<file path="src/rtl/mul_pkg.sv">
// ============================================================================
// Module      : mul_pkg
// Description : Shared definitions for the iterative multiplier: FSM state
//               encoding, operand width, iteration counter width and the
//               magnitude helper used by the signed option.
// Revision    : 1.0 - initial release
// ============================================================================
`default_nettype none

package mul_pkg;

    localparam int MUL_WIDTH = 32;
    localparam int MUL_CNT_W = 6;

    typedef enum logic [1:0] {
        IDLE = 2'd0,
        CALC = 2'd1,
        DONE = 2'd2
    } mul_state_t;

    // Two's-complement magnitude; the most negative value maps to its
    // unsigned magnitude 2^(MUL_WIDTH-1), which is what the multiply needs.
    function automatic logic [MUL_WIDTH-1:0] mul_abs(input logic [MUL_WIDTH-1:0] v);
        return v[MUL_WIDTH-1] ? (~v + 1'b1) : v;
    endfunction

endpackage

`default_nettype wire

</file>
<file path="src/rtl/adder32.sv">
// ============================================================================
// Module      : adder32
// Description : 32-bit ripple-free behavioural adder with carry in/out.
// Revision    : 1.0 - initial release
// ============================================================================
`default_nettype none

module adder32 (
    input  logic [31:0] a,
    input  logic [31:0] b,
    input  logic        cin,
    output logic [31:0] result,
    output logic        cout
);

    // Full 33-bit sum; the top bit is the carry-out.
    assign {cout, result} = {1'b0, a} + {1'b0, b} + {32'd0, cin};

endmodule

`default_nettype wire

</file>
<file path="src/rtl/multiply32_seq.sv">
// ============================================================================
// Module      : multiply32_seq
// Description : Iterative shift-and-add 32x32 multiplier with a start/done
//               handshake. One adder32 accumulates the multiplicand into the
//               upper half of the accumulator each CALC cycle, and the
//               {carry,sum,low half} is shifted right by one.
//               Optional feature macro: SIGNED_MULT_EN (two's-complement
//               operands selected by mult_signed; sign fixed on completion).
// Revision    : 1.0 - initial release
// ============================================================================
`default_nettype none

module multiply32_seq
    import mul_pkg::*;
#(
    parameter int WIDTH = MUL_WIDTH,
    parameter int CNT_W = MUL_CNT_W
) (
    input  logic                 clk,
    input  logic                 rst,
    input  logic                 mult_begin,
    input  logic [WIDTH-1:0]     mult_op1,
    input  logic [WIDTH-1:0]     mult_op2,
    input  logic                 mult_signed,
    output logic                 busy,
    output logic                 mult_end,
    output logic [2*WIDTH-1:0]   product
);

    localparam logic [CNT_W-1:0] CNT_LAST = CNT_W'(WIDTH - 1);

    mul_state_t          state;
    logic [WIDTH-1:0]    mcand;
    logic [WIDTH-1:0]    acc_hi;
    logic [WIDTH-1:0]    acc_lo;
    logic [CNT_W-1:0]    cnt;

    logic [WIDTH-1:0]    add_b;
    logic [WIDTH-1:0]    add_sum;
    logic                add_cout;
    logic [2*WIDTH-1:0]  acc_next;
    logic [2*WIDTH-1:0]  product_fixed;
    logic [WIDTH-1:0]    op1_load;
    logic [WIDTH-1:0]    op2_load;

    // Add the multiplicand only when the current multiplier bit is set.
    assign add_b = acc_lo[0] ? mcand : '0;

    adder32 u_acc_add (
        .a      (acc_hi),
        .b      (add_b),
        .cin    (1'b0),
        .result (add_sum),
        .cout   (add_cout)
    );

    // The carry-out becomes the new MSB; the consumed multiplier bit drops off.
    assign acc_next = {add_cout, add_sum, acc_lo[WIDTH-1:1]};

`ifdef SIGNED_MULT_EN
    logic neg;
    logic neg_load;

    // Signed requests multiply magnitudes and remember the result sign.
    assign op1_load      = mult_signed ? mul_abs(mult_op1) : mult_op1;
    assign op2_load      = mult_signed ? mul_abs(mult_op2) : mult_op2;
    assign neg_load      = mult_signed & (mult_op1[WIDTH-1] ^ mult_op2[WIDTH-1]);
    assign product_fixed = neg ? (~acc_next + 1'b1) : acc_next;

    // Sign flag lives alongside the operands for the whole operation.
    always_ff @(posedge clk) begin
        if (rst) begin
            neg <= 1'b0;
        end else if (state == IDLE && mult_begin) begin
            neg <= neg_load;
        end
    end
`else
    logic unused_signed;

    assign unused_signed = mult_signed;
    assign op1_load      = mult_op1;
    assign op2_load      = mult_op2;
    assign product_fixed = acc_next;
`endif

    // Control FSM and datapath registers; all outputs are registered here.
    always_ff @(posedge clk) begin
        if (rst) begin
            state    <= IDLE;
            mcand    <= '0;
            acc_hi   <= '0;
            acc_lo   <= '0;
            cnt      <= '0;
            busy     <= 1'b0;
            mult_end <= 1'b0;
            product  <= '0;
        end else begin
            mult_end <= 1'b0;
            case (state)
                IDLE: begin
                    if (mult_begin) begin
                        mcand  <= op1_load;
                        acc_hi <= '0;
                        acc_lo <= op2_load;
                        cnt    <= '0;
                        busy   <= 1'b1;
                        state  <= CALC;
                    end
                end
                CALC: begin
                    {acc_hi, acc_lo} <= acc_next;
                    cnt              <= cnt + CNT_W'(1);
                    if (cnt == CNT_LAST) begin
                        // Final iteration: capture the completed product directly.
                        product  <= product_fixed;
                        mult_end <= 1'b1;
                        state    <= DONE;
                    end
                end
                DONE: begin
                    busy  <= 1'b0;
                    state <= IDLE;
                end
                default: begin
                    busy  <= 1'b0;
                    state <= IDLE;
                end
            endcase
        end
    end

endmodule

`default_nettype wire

</file>
<file path="config.mk">
export PLATFORM = sky130hd
export DESIGN_NAME = multiply32_seq
export DESIGN_NICKNAME = d
export VERILOG_FILES = /design/src/rtl/mul_pkg.sv /design/src/rtl/adder32.sv /design/src/rtl/multiply32_seq.sv
export SDC_FILE = /design/constraint.sdc
export NUM_CORES = 1
export LEC_CHECK = 0
export ABC_CLOCK_PERIOD_IN_PS = 2950
export CAP_MARGIN = 20
export CORE_UTILIZATION = 45
export DETAILED_ROUTE_END_ITERATION = 10
export PLACE_DENSITY = 0.74
export RECOVER_POWER = 25
export SYNTH_ARGS = -nofsm -noshare
export SYNTH_HDL_FRONTEND = slang
export SYNTH_SLANG_ARGS = --single-unit
</file>
<file path="constraint.sdc">
create_clock -name clk -period 2.95 [get_ports clk]
set_input_delay 0.295 -clock clk [delete_from_list [all_inputs] [get_ports clk]]
set_output_delay 0.295 -clock clk [all_outputs]
set_load 0.03 [all_outputs]
</file>
==> impl_metrics.json, run 1 <==
{
  "pin_slew_with_the_least_headroom_to_its_limit_ns": 1.68,
  "numClockSinks": 170,
  "gp_congestion": 0.859,
  "violations": "DRC, capacitance limit, slew limit",
  "die-height_um": 138,
  "r2r_start": "acc_lo[0]$_SDFFE_PP0P_",
  "die-width_um": 138,
  "synth-edff-count": 0,
  "hold_ws_ns": 0.311,
  "grt.overflow.total": 0,
  "critical_path.endpoint_type": "flip-flop",
  "tritoncts": "done",
  "total_power_mw": 5.31,
  "timing.clock.skew_ns": 0.00715,
  "critical_path_arrival_ns": 3.23,
  "yosys_register_bits": 170,
  "finalCritPeriodShare_pct": 96.5,
  "layout-drive-gt1-share_pct": 9.29,
  "first_global_vias": 7537,
  "antenna_violating_nets_post_route": 0,
  "worst_hold_startpoint": "rst",
  "finalSetupViolCount": 0,
  "filler_cell_count": 1623,
  "firstDrtPassIters": 8,
  "post_drt_via_cell_ratio": 5.59,
  "max_cap_viol_count": 1,
  "cts_max_level": 4,
  "clk_transition_reported_paths_ns": 0.07,
  "clock_path_buffers": 2,
  "critPathRequiredTime_ns": 3.33,
  "timing.final.crit_period_ns": 2.85,
  "core.rowCount": 49,
  "timing_hold_violations_final": 0,
  "synth_nets": 1167,
  "worst_setup_path_startpoint": "acc_lo[0]$_SDFFE_PP0P_",
  "yosysTopAreaCell": "dfxtp_1",
  "post-dp-hpwl_um": 15400,
  "final-max-slew-violation-count": 79,
  "cell_types_occupying_the_most_area_after_synthesis": "dfxtp_1 41%, nand2_1 10%, a21oi_1 7.4%",
  "max_clock_freq_mhz": 351,
  "post_synth.cell_area_avg_um2": 7.86,
  "io_buffers": 132,
  "final-seq-area_um2": 3400,
  "antenna_cells": 0,
  "layout-area-overhead-vs-synth_pct": 28.0,
  "number_of_design_rule_violations_left_after_detail_routing": 10,
  "clkLatencyLatePin_ns": 0.44,
  "outcome": "finished, violations left",
  "die_outline_area_um2": 19200,
  "synth_sequential_area_ratio_pct": 40.7,
  "core_um2": 18100,
  "asyncSetResetFlopFracSynth_pct": 0,
  "crit_fanout": 6,
  "wl_final_um": 23200,
  "detail_route.wl_per_cell_um": 16.3,
  "power_per_cell_area_nw_per_um2": 496,
  "synthDominantCellAreaShare_pct": 40.7,
  "maxSlewHeadroom_pct": -11.9,
  "grt_pass1_wl_um": 37500,
  "floorplan.initialDensity_pct": 46.3,
  "worstSetupPathType": "reg -> reg",
  "syn-cell-area_um2": 8370,
  "critical_path.startpoint_type": "flip-flop",
  "p_leak_nw": 4.20,
  "grt_max_degree": 79,
  "route.vias.total": 7954,
  "top_level_ports": 134,
  "antenna_violations_before_repair": 0,
  "layout.nets": 1285,
  "total_clock_buffers_created_by_cts": 17,
  "yosysWarningCount": 0,
  "worstHoldPathCells": 2,
  "multi_input_comb_area_um2": 4670,
  "hold_path_class": "in -> reg",
  "netlist_instances": 1065,
  "synth_flop_cell": "dfxtp_1",
  "groute.usage.overall_pct": 24.2,
  "ir_drop_mv": 0.396,
  "post_synth_num_cell_types": 69,
  "first_iter_violations": 593,
  "clock-root-buffer": "clkbuf_16",
  "reg2regPathDepth": 12
}
[synth_stat cells, types with 3 or more instances]
cell type	instances
nand4_1	13
clkbuf_1	54
buf_2	16
dfxtp_1	170
o21a_1	7
a211oi_1	11
xor2_1	12
nand3_1	28
inv_1	14
mux2i_1	4
a31oi_1	10
or3_1	5
a21oi_2	5
o31ai_1	4
buf_1	6
nand2_1	231
o21ai_0	24
nand2b_1	3
and3_1	8
o211ai_1	4
or4_1	6
o21bai_1	3
nor3_1	14
a211oi_2	3
xnor2_1	12
o221ai_1	33
o31a_1	3
a21oi_1	123
and2_1	35
a22o_1	5
o21ai_1	11
a21o_1	9
ha_1	33
nor2_1	104
[cell usage in the layout, fill, tap and decap left out, types with 10 or more instances in the layout]
| master | count |
|---|---|
| ha_1 | 30 |
| xor2_1 | 12 |
| and2_1 | 35 |
| inv_1 | 14 |
| a31oi_1 | 10 |
| o21ai_1 | 12 |
| dlygate4sd3_1 | 34 |
| dfxtp_1 | 170 |
| nor3_1 | 13 |
| clkdlybuf4s50_1 | 97 |
| a211oi_1 | 11 |
| o21ai_0 | 23 |
| nand4_1 | 13 |
| buf_4 | 45 |
| o221ai_1 | 33 |
| nor2_1 | 104 |
| a21oi_1 | 120 |
| nand2_1 | 231 |
| clkbuf_16 | 17 |
| xnor2_1 | 12 |
| nand3_1 | 28 |
[layout make-up]
| type | count | area share [%] |
|---|---|---|
| Clock buffer | 22 | 4.33 |
| Clock inverter | 9 | 1.51 |
| Multi-Input combinational cell | 801 | 43.6 |
| Inverter | 15 | 0.525 |
| Tap cell | 229 | 2.67 |
| Sequential cell | 170 | 31.8 |
| Timing Repair Buffer | 178 | 15.6 |
[through the flow]
stage / TNS, ns / utilization [%] / instances / cell area, um^2 / setup slack, ns
final: 0 / 59.3 / 1424 / 10700 / 0.102
after detailed placement: 0 / 55.3 / 1391 / 10000 / 0.0372
after CTS: 0 / 58.8 / 1422 / 10600 / 0.00499
after global routing: -0.0453 / 59.3 / 1424 / 10700 / -0.0440
after floorplan: 0 / - / 1065 / 8370 / 0.270
after global placement: 0 / 55.3 / 1391 / 10000 / 0.0720
[sequential cells by signal, summed over array words and instances (netlist names)]
signal and flops:
acc_hi 32, busy 1, mcand 32, mult_end 1
state 2, cnt 6, product 64, acc_lo 32
[worst paths after layout]
path | endpoint | slack, ns
max | product[55]$_SDFFE_PP0P_ | 0.10
min | mcand[28]$_SDFFE_PP0P_ | 0.31
max reg2reg | product[55]$_SDFFE_PP0P_ | 0.10
min reg2reg | acc_hi[30]$_SDFFE_PP0P_ | 0.45
[worst max-delay path: stages (launching register included)]
cell	delay [ns]
dfxtp_1	0.38
and2_1	0.14
ha_1	0.16
inv_1	0.06
fa_1	0.39
and2b_2	0.26
o2111ai_4	0.14
a21oi_2	0.23
o21ba_4	0.21
a41oi_4	0.14
buf_4	0.20
or4_1	0.39
nand3_1	0.08
[report_power, final]
group          internal [mW]  switching, mW
Combinational          0.199          0.270
Clock                   1.47          0.945
Sequential              2.38         0.0553
Total                   4.04           1.27
[metal layers]
layer  wire length (um)  global-route usage, %  up-vias
met2              10600                   39.3      227
met1              10900                   31.9     3726
met3               1060                   4.47       45
met5                  0                      0        -
li1                   -                      -     3956
met4                544                   9.11        0
[cells by family after synthesis]
logic type	synth area share, %
AO/OA/AOI/OAI	22.3
adder cells (fa/ha/maj)	5.17
buffers and inverters	4.63
XOR/XNOR	2.51
flip-flops	40.7
multiplexers	0.747
AND/OR/NAND/NOR	24.0
[timing repair]
| item | in CTS | in global routing |
|---|---|---|
| hold endpoints to repair | 0 | 0 |
| pin swaps | 2 | 4 |
| gates resized for setup | 0 | 15 |
| endpoints found under the setup margin | 1 | 11 |
| setup buffers | 0 | 2 |
| hold buffers | 0 | 0 |
(Power assumes the default switching activity.)
==> run 2: changes to the inputs <==
--- a/config.mk
+++ b/config.mk
@@ -5,11 +5,11 @@
 export SDC_FILE = /design/constraint.sdc
 export NUM_CORES = 1
 export LEC_CHECK = 0
-export ABC_CLOCK_PERIOD_IN_PS = 2950
+export ABC_CLOCK_PERIOD_IN_PS = 2500
 export CAP_MARGIN = 20
 export CORE_UTILIZATION = 45
 export DETAILED_ROUTE_END_ITERATION = 10
-export PLACE_DENSITY = 0.74
+export PLACE_DENSITY = 0.77
 export RECOVER_POWER = 25
 export SYNTH_ARGS = -nofsm -noshare
 export SYNTH_HDL_FRONTEND = slang
==> constraint.sdc (replaced) <==
create_clock -name clk -period 2.5 [get_ports clk]
set_input_delay 0.25 -clock clk [delete_from_list [all_inputs] [get_ports clk]]
set_output_delay 0.25 -clock clk [all_outputs]
set_load 0.03 [all_outputs]
==> impl_metrics.json, run 2 (synthesized netlist as in run 1, its figures left out) <==
{
  "postCtsHoldBufs": 0,
  "critical_path.slowest_cell": "ha_1",
  "antenna_violations_before_repair": 0,
  "clkLatencyLatePin_ns": 0.44,
  "critical_path.startpoint_type": "flip-flop",
  "clk_transition_reported_paths_ns": 0.08,
  "total_clock_buffers_created_by_cts": 17,
  "power_per_cell_area_nw_per_um2": 517,
  "die-width_um": 138,
  "first_iter_violations": 561,
  "wl_final_um": 25800,
  "antenna_cells": 0,
  "timing.clock.skew_ns": 0.0155,
  "worst_setup_path_startpoint": "acc_lo[0]$_SDFFE_PP0P_",
  "layout-area-overhead-vs-synth_pct": 44.4,
  "most_frequent_standard_cell_in_the_layout_excluding_fill_and_tap_cells": "nand2_1",
  "timing_hold_violations_final": 0,
  "filler_cell_count": 1414,
  "worstSetupPathType": "reg -> reg",
  "layout.nets": 1372,
  "detail_route.wl_per_cell_um": 17.1,
  "pin_slew_with_the_least_headroom_to_its_limit_ns": 1.71,
  "numClockSinks": 170,
  "gp_congestion": 0.945,
  "finalCritPeriodShare_pct": 109,
  "grt_setup_unrepaired": "yes",
  "number_of_design_rule_violations_left_after_detail_routing": 10,
  "largest_register_ff_count": 64,
  "crit_fanout": 18,
  "critPathRequiredTime_ns": 2.88,
  "max_cap_viol_count": 1,
  "timing.final.ws_setup_ns": -0.226,
  "worst_hold_startpoint": "rst",
  "worst_path_most_repeated_cell": "buf_4",
  "finalSetupViolCount": 26,
  "crit_path_max_incr_delay_ns": 0.41,
  "layout-drive-gt1-share_pct": 23.1,
  "clock-root-buffer": "clkbuf_16",
  "critical_path_arrival_ns": 3.11,
  "core_um2": 18100,
  "timing.final.crit_period_ns": 2.73,
  "route.vias.total": 8569,
  "crit_path_cell_trace": "buf_12 -> and2_1 -> ha_1 -> buf_4 -> a21oi_1 -> o31a_1 -> o21ba_4 -> a41oi_4 -> buf_4 -> or4_1 -> nand3_1",
  "final-max-slew-violation-count": 79,
  "die_outline_area_um2": 19200,
  "max_clock_freq_mhz": 367,
  "io_buffers": 132,
  "first_global_vias": 8010,
  "firstDrtPassIters": 11,
  "clock_path_buffers": 2,
  "grt.overflow.total": 0,
  "cts_max_level": 4,
  "hold_path_class": "in -> reg",
  "total_power_mw": 6.25,
  "top_level_ports": 134,
  "post_drt_via_cell_ratio": 5.67,
  "floorplan.initialDensity_pct": 46.3,
  "tritoncts": "done",
  "utilization_pct": 66.8,
  "die-height_um": 138,
  "layout.cells.most_common_list": "226 x nand2_1, 169 x dfxtp_1, 124 x buf_4",
  "grt_max_degree": 79,
  "groute.usage.overall_pct": 26.0,
  "antenna_violating_nets_post_route": 0,
  "core.rowCount": 49,
  "p_leak_nw": 4.59,
  "r2r_start": "acc_lo[0]$_SDFFE_PP0P_",
  "maxSlewHeadroom_pct": -14.0,
  "ir_drop_mv": 0.461,
  "critical_path.endpoint_type": "flip-flop",
  "violations": "DRC, capacitance limit, slew limit, setup timing",
  "post-dp-hpwl_um": 16300,
  "grt_pass1_wl_um": 40400,
  "regMostFlops": "product",
  "outcome": "finished, violations left"
}
## run 2: cell count changes in the layout (fill, tap and decap cells not counted), sizes merged, moves of 4 or more
cell,before,now
buf,46,133
dlygate4sd3,34,12
clkdlybuf4s50,97,119
clkinv,2,6
clkbuf,23,19
inv,16,21
## run 2: worst paths after layout
path	end	slack (ns)	cells after the start
worst min register to register	product[44]$_SDFFE_PP0P_	0.45	2
worst max-delay path	product[55]$_SDFFE_PP0P_	-0.23	11
worst min-delay path	mcand[25]$_SDFFE_PP0P_	0.24	2
worst max register to register	product[55]$_SDFFE_PP0P_	-0.23	11
## run 2: timing repair
| action | in CTS | in global routing |
|---|---|---|
| setup buffers | 6 | 6 |
| pin swaps | 21 | 30 |
| setup endpoints to repair | 46 | 47 |
| gates cloned | 0 | 0 |
| gates resized for setup | 66 | 74 |
## run 2: final cells by class
class	count	area [um^2]	share of cell area, %
multi-input cells	801	5360	44.3
clock buffers	18	429	3.55
well taps	229	287	2.37
repair buffers	265	2370	19.6
inverters	15	56.3	0.466
clock inverters	14	180	1.49
flip-flops and latches	170	3410	28.2
## run 2: routing by layer
| metal | wire, um | vias to the layer above | GRT usage (%) |
|---|---|---|---|
| met3 | 1580 | 50 | 4.40 |
| met5 | 0 | - | 0 |
| li1 | - | 4126 | - |
| met2 | 12400 | 314 | 43.1 |
| met1 | 11300 | 4079 | 34.3 |
| met4 | 595 | 0 | 8.40 |
## run 2: worst max-delay path, delay by kind of cell (launching register included)
| kind | cells | cell delay, ns |
|---|---|---|
| compound gates | 4 | 0.73 |
| fa+ha+maj | 1 | 0.41 |
| buf+inv | 3 | 0.52 |
| flops | 1 | 0.37 |
| simple gates | 3 | 0.63 |
## run 2: per-stage QoR
stage	hold WS (ns)	TNS (ns)	instances	instance area, um^2	setup slack, ns
floorplan	0.386	-0.0800	1065	8390	-0.0576
global placement	0.434	-2.85	1468	10600	-0.184
detailed placement	0.442	-4.45	1468	10600	-0.248
CTS	0.223	-2.47	1506	11700	-0.211
global route	0.240	-7.49	1512	12100	-0.318
finish	0.241	-2.65	1512	12100	-0.226
## run 2: power breakdown
part	switching [mW]	internal, mW	total [mW]	leakage [nW]
Clock	1.22	1.52	2.74	0.299
Sequential	0.0734	2.80	2.88	1.38
Combinational	0.344	0.283	0.627	2.91
Total	1.64	4.61	6.25	4.59
==> run 3: changes to the inputs <==
--- a/config.mk
+++ b/config.mk
@@ -5,11 +5,12 @@
 export SDC_FILE = /design/constraint.sdc
 export NUM_CORES = 1
 export LEC_CHECK = 0
-export ABC_CLOCK_PERIOD_IN_PS = 2500
+export ABC_CLOCK_PERIOD_IN_PS = 3410
 export CAP_MARGIN = 20
 export CORE_UTILIZATION = 45
 export DETAILED_ROUTE_END_ITERATION = 10
-export PLACE_DENSITY = 0.77
+export GPL_ROUTABILITY_DRIVEN = 1
+export PLACE_DENSITY = 0.74
 export RECOVER_POWER = 25
 export SYNTH_ARGS = -nofsm -noshare
 export SYNTH_HDL_FRONTEND = slang
==> constraint.sdc (replaced) <==
create_clock -name clk -period 3.41 [get_ports clk]
set_input_delay 0.341 -clock clk [delete_from_list [all_inputs] [get_ports clk]]
set_output_delay 0.341 -clock clk [all_outputs]
set_load 0.03 [all_outputs]
==> impl_metrics.json, run 3 (synthesized netlist as in run 1, its figures left out) <==
{
  "clock-root-buffer": "clkbuf_16",
  "outcome": "finished, violations left",
  "floorplan.initialDensity_pct": 46.3,
  "layout.cells.most_common_list": "231 x nand2_1, 170 x dfxtp_1, 123 x a21oi_1",
  "crit_path_cell_trace": "and2_1 -> ha_1 -> inv_1 -> fa_1 -> and2b_1 -> o2111ai_2 -> a21oi_2 -> o21ba_2 -> a41oi_4 -> o21a_1 -> a2111oi_2",
  "regMostFlops": "product",
  "worst_hold_startpoint": "rst",
  "max_clock_freq_mhz": 324,
  "final-max-slew-violation-count": 79,
  "sum_of_negative_setup_slack_ns": 0,
  "detail_route.wl_per_cell_um": 15.8,
  "antenna_violating_nets_post_route": 0,
  "route.vias.total": 7768,
  "timing.clock.skew_ns": 0.0123,
  "firstDrtPassIters": 8,
  "grt_pass1_wl_um": 36800,
  "cp_num_buf_inv": 1,
  "critical-path-top-delay-family": "compound AO/OA/AOI/OAI gates",
  "critical_path.endpoint_type": "flip-flop",
  "crit_path_max_incr_delay_ns": 0.41,
  "largest_register_ff_count": 64,
  "critPathRequiredTime_ns": 3.74,
  "wl_final_um": 22100,
  "number_of_design_rule_violations_left_after_detail_routing": 10,
  "antenna_violations_before_repair": 0,
  "ir_drop_mv": 0.354,
  "first_global_vias": 7310,
  "grt_setup_unrepaired": "no",
  "tritoncts": "done",
  "cts_max_level": 4,
  "p_leak_nw": 3.99,
  "critical_path.startpoint_type": "flip-flop",
  "worst_setup_path_startpoint": "acc_lo[0]$_SDFFE_PP0P_",
  "layout.nets": 1255,
  "critical_path.slowest_cell": "fa_1",
  "post_cts.repair.setup_buffers": 0,
  "numClockSinks": 170,
  "finalSetupViolCount": 0,
  "r2r_start": "acc_lo[0]$_SDFFE_PP0P_",
  "clk_transition_reported_paths_ns": 0.07,
  "post_drt_via_cell_ratio": 5.58,
  "critical_path_arrival_ns": 3.42,
  "max_cap_viol_count": 1,
  "crit_fanout": 7,
  "io_buffers": 132,
  "die-width_um": 138,
  "top_level_ports": 134,
  "core_um2": 18100,
  "layout-area-overhead-vs-synth_pct": 23.7,
  "timing.final.crit_period_ns": 3.08,
  "violations": "DRC, capacitance limit, slew limit",
  "wirelength_met1_um": 10700,
  "postCtsHoldBufs": 0,
  "timing_hold_violations_final": 0,
  "most_frequent_standard_cell_in_the_layout_excluding_fill_and_tap_cells": "nand2_1",
  "worstSetupPathType": "reg -> reg",
  "first_iter_violations": 514,
  "die_outline_area_um2": 19200,
  "antenna_cells": 0,
  "groute.usage.overall_pct": 23.4,
  "grt.overflow.total": 0,
  "die-height_um": 138,
  "finalCritPeriodShare_pct": 90.4,
  "layout-drive-gt1-share_pct": 6.36,
  "hold_path_class": "in -> reg",
  "timing.final.ws_setup_ns": 0.328,
  "clkLatencyLatePin_ns": 0.43,
  "core.rowCount": 49,
  "met2WireLength_um": 9850,
  "power_per_cell_area_nw_per_um2": 428,
  "pin_slew_with_the_least_headroom_to_its_limit_ns": 1.65,
  "dp_slack_ns": 0.419,
  "dr.max_layer_used": "met4",
  "grt_max_degree": 79,
  "total_clock_buffers_created_by_cts": 17,
  "clock_path_buffers": 2,
  "post-dp-hpwl_um": 14900,
  "post_cts.resized_instances": 0,
  "gp_congestion": 0.901,
  "maxSlewHeadroom_pct": -10.3,
  "wl_met3_um": 1080
}
-- run 3: cell types whose count changed in the layout (fill, tap and decap cells not counted), moves of 13 or more --
cell / change
a21oi_2: -13
a21oi_1: +19
and2_4: -14
buf_4: -108
ha_1: +25
and2_1: +14
ha_4: -24
-- run 3: final cells by class --
| class | instances | area [um^2] |
|---|---|---|
| fill | 1680 | 7730 |
| clock buffer | 21 | 470 |
| sequential | 170 | 3400 |
| timing repair buffer | 148 | 1440 |
| tap | 229 | 287 |
| multi-input combinational | 801 | 4590 |
| clock inverter | 9 | 113 |
| inverter | 15 | 56.3 |
-- run 3: path summary, 6_finish.rpt --
| kind | to | slack, ns | depth (start not counted) |
|---|---|---|---|
| hold / removal | cnt[5]$_SDFFE_PP0P_ | 0.38 | 2 |
| hold reg to reg | acc_hi[30]$_SDFFE_PP0P_ | 0.45 | 2 |
| setup / recovery | product[63]$_SDFFE_PP0P_ | 0.33 | 11 |
| setup reg to reg | product[63]$_SDFFE_PP0P_ | 0.33 | 11 |
-- run 3: worst register-to-register path, delay by kind of cell (launching register included) --
kind | cells | cell delay (ns)
fa+ha+maj | 2 | 0.62
simple gates | 2 | 0.41
flops | 1 | 0.35
buf+inv | 1 | 0.07
compound gates | 6 | 1.54
-- run 3: layer usage --
metal | GRT usage (%) | up-vias
met2 | 36.5 | 217
met1 | 32.4 | 3617
met3 | 3.81 | 36
met5 | 0 | -
met4 | 8.81 | 0
li1 | - | 3898
-- run 3: power by group --
group          switching, mW  leakage (nW)  internal [mW]
Clock                  0.807         0.286           1.13
Sequential            0.0452          1.38           2.06
Combinational          0.227          2.32          0.162
-- run 3: through the flow --
stage | hold WS (ns) | power, mW | utilization, % | area, um^2 | std cells
floorplan | 0.422 | 2.37 | - | 8370 | 1065
global placement | 0.435 | 2.53 | 54.1 | 9780 | 1363
detailed placement | 0.440 | 2.53 | 54.1 | 9780 | 1363
CTS | 0.368 | 4.45 | 57.3 | 10400 | 1393
global route | 0.383 | 4.59 | 57.3 | 10400 | 1393
finish | 0.379 | 4.43 | 57.3 | 10400 | 1393
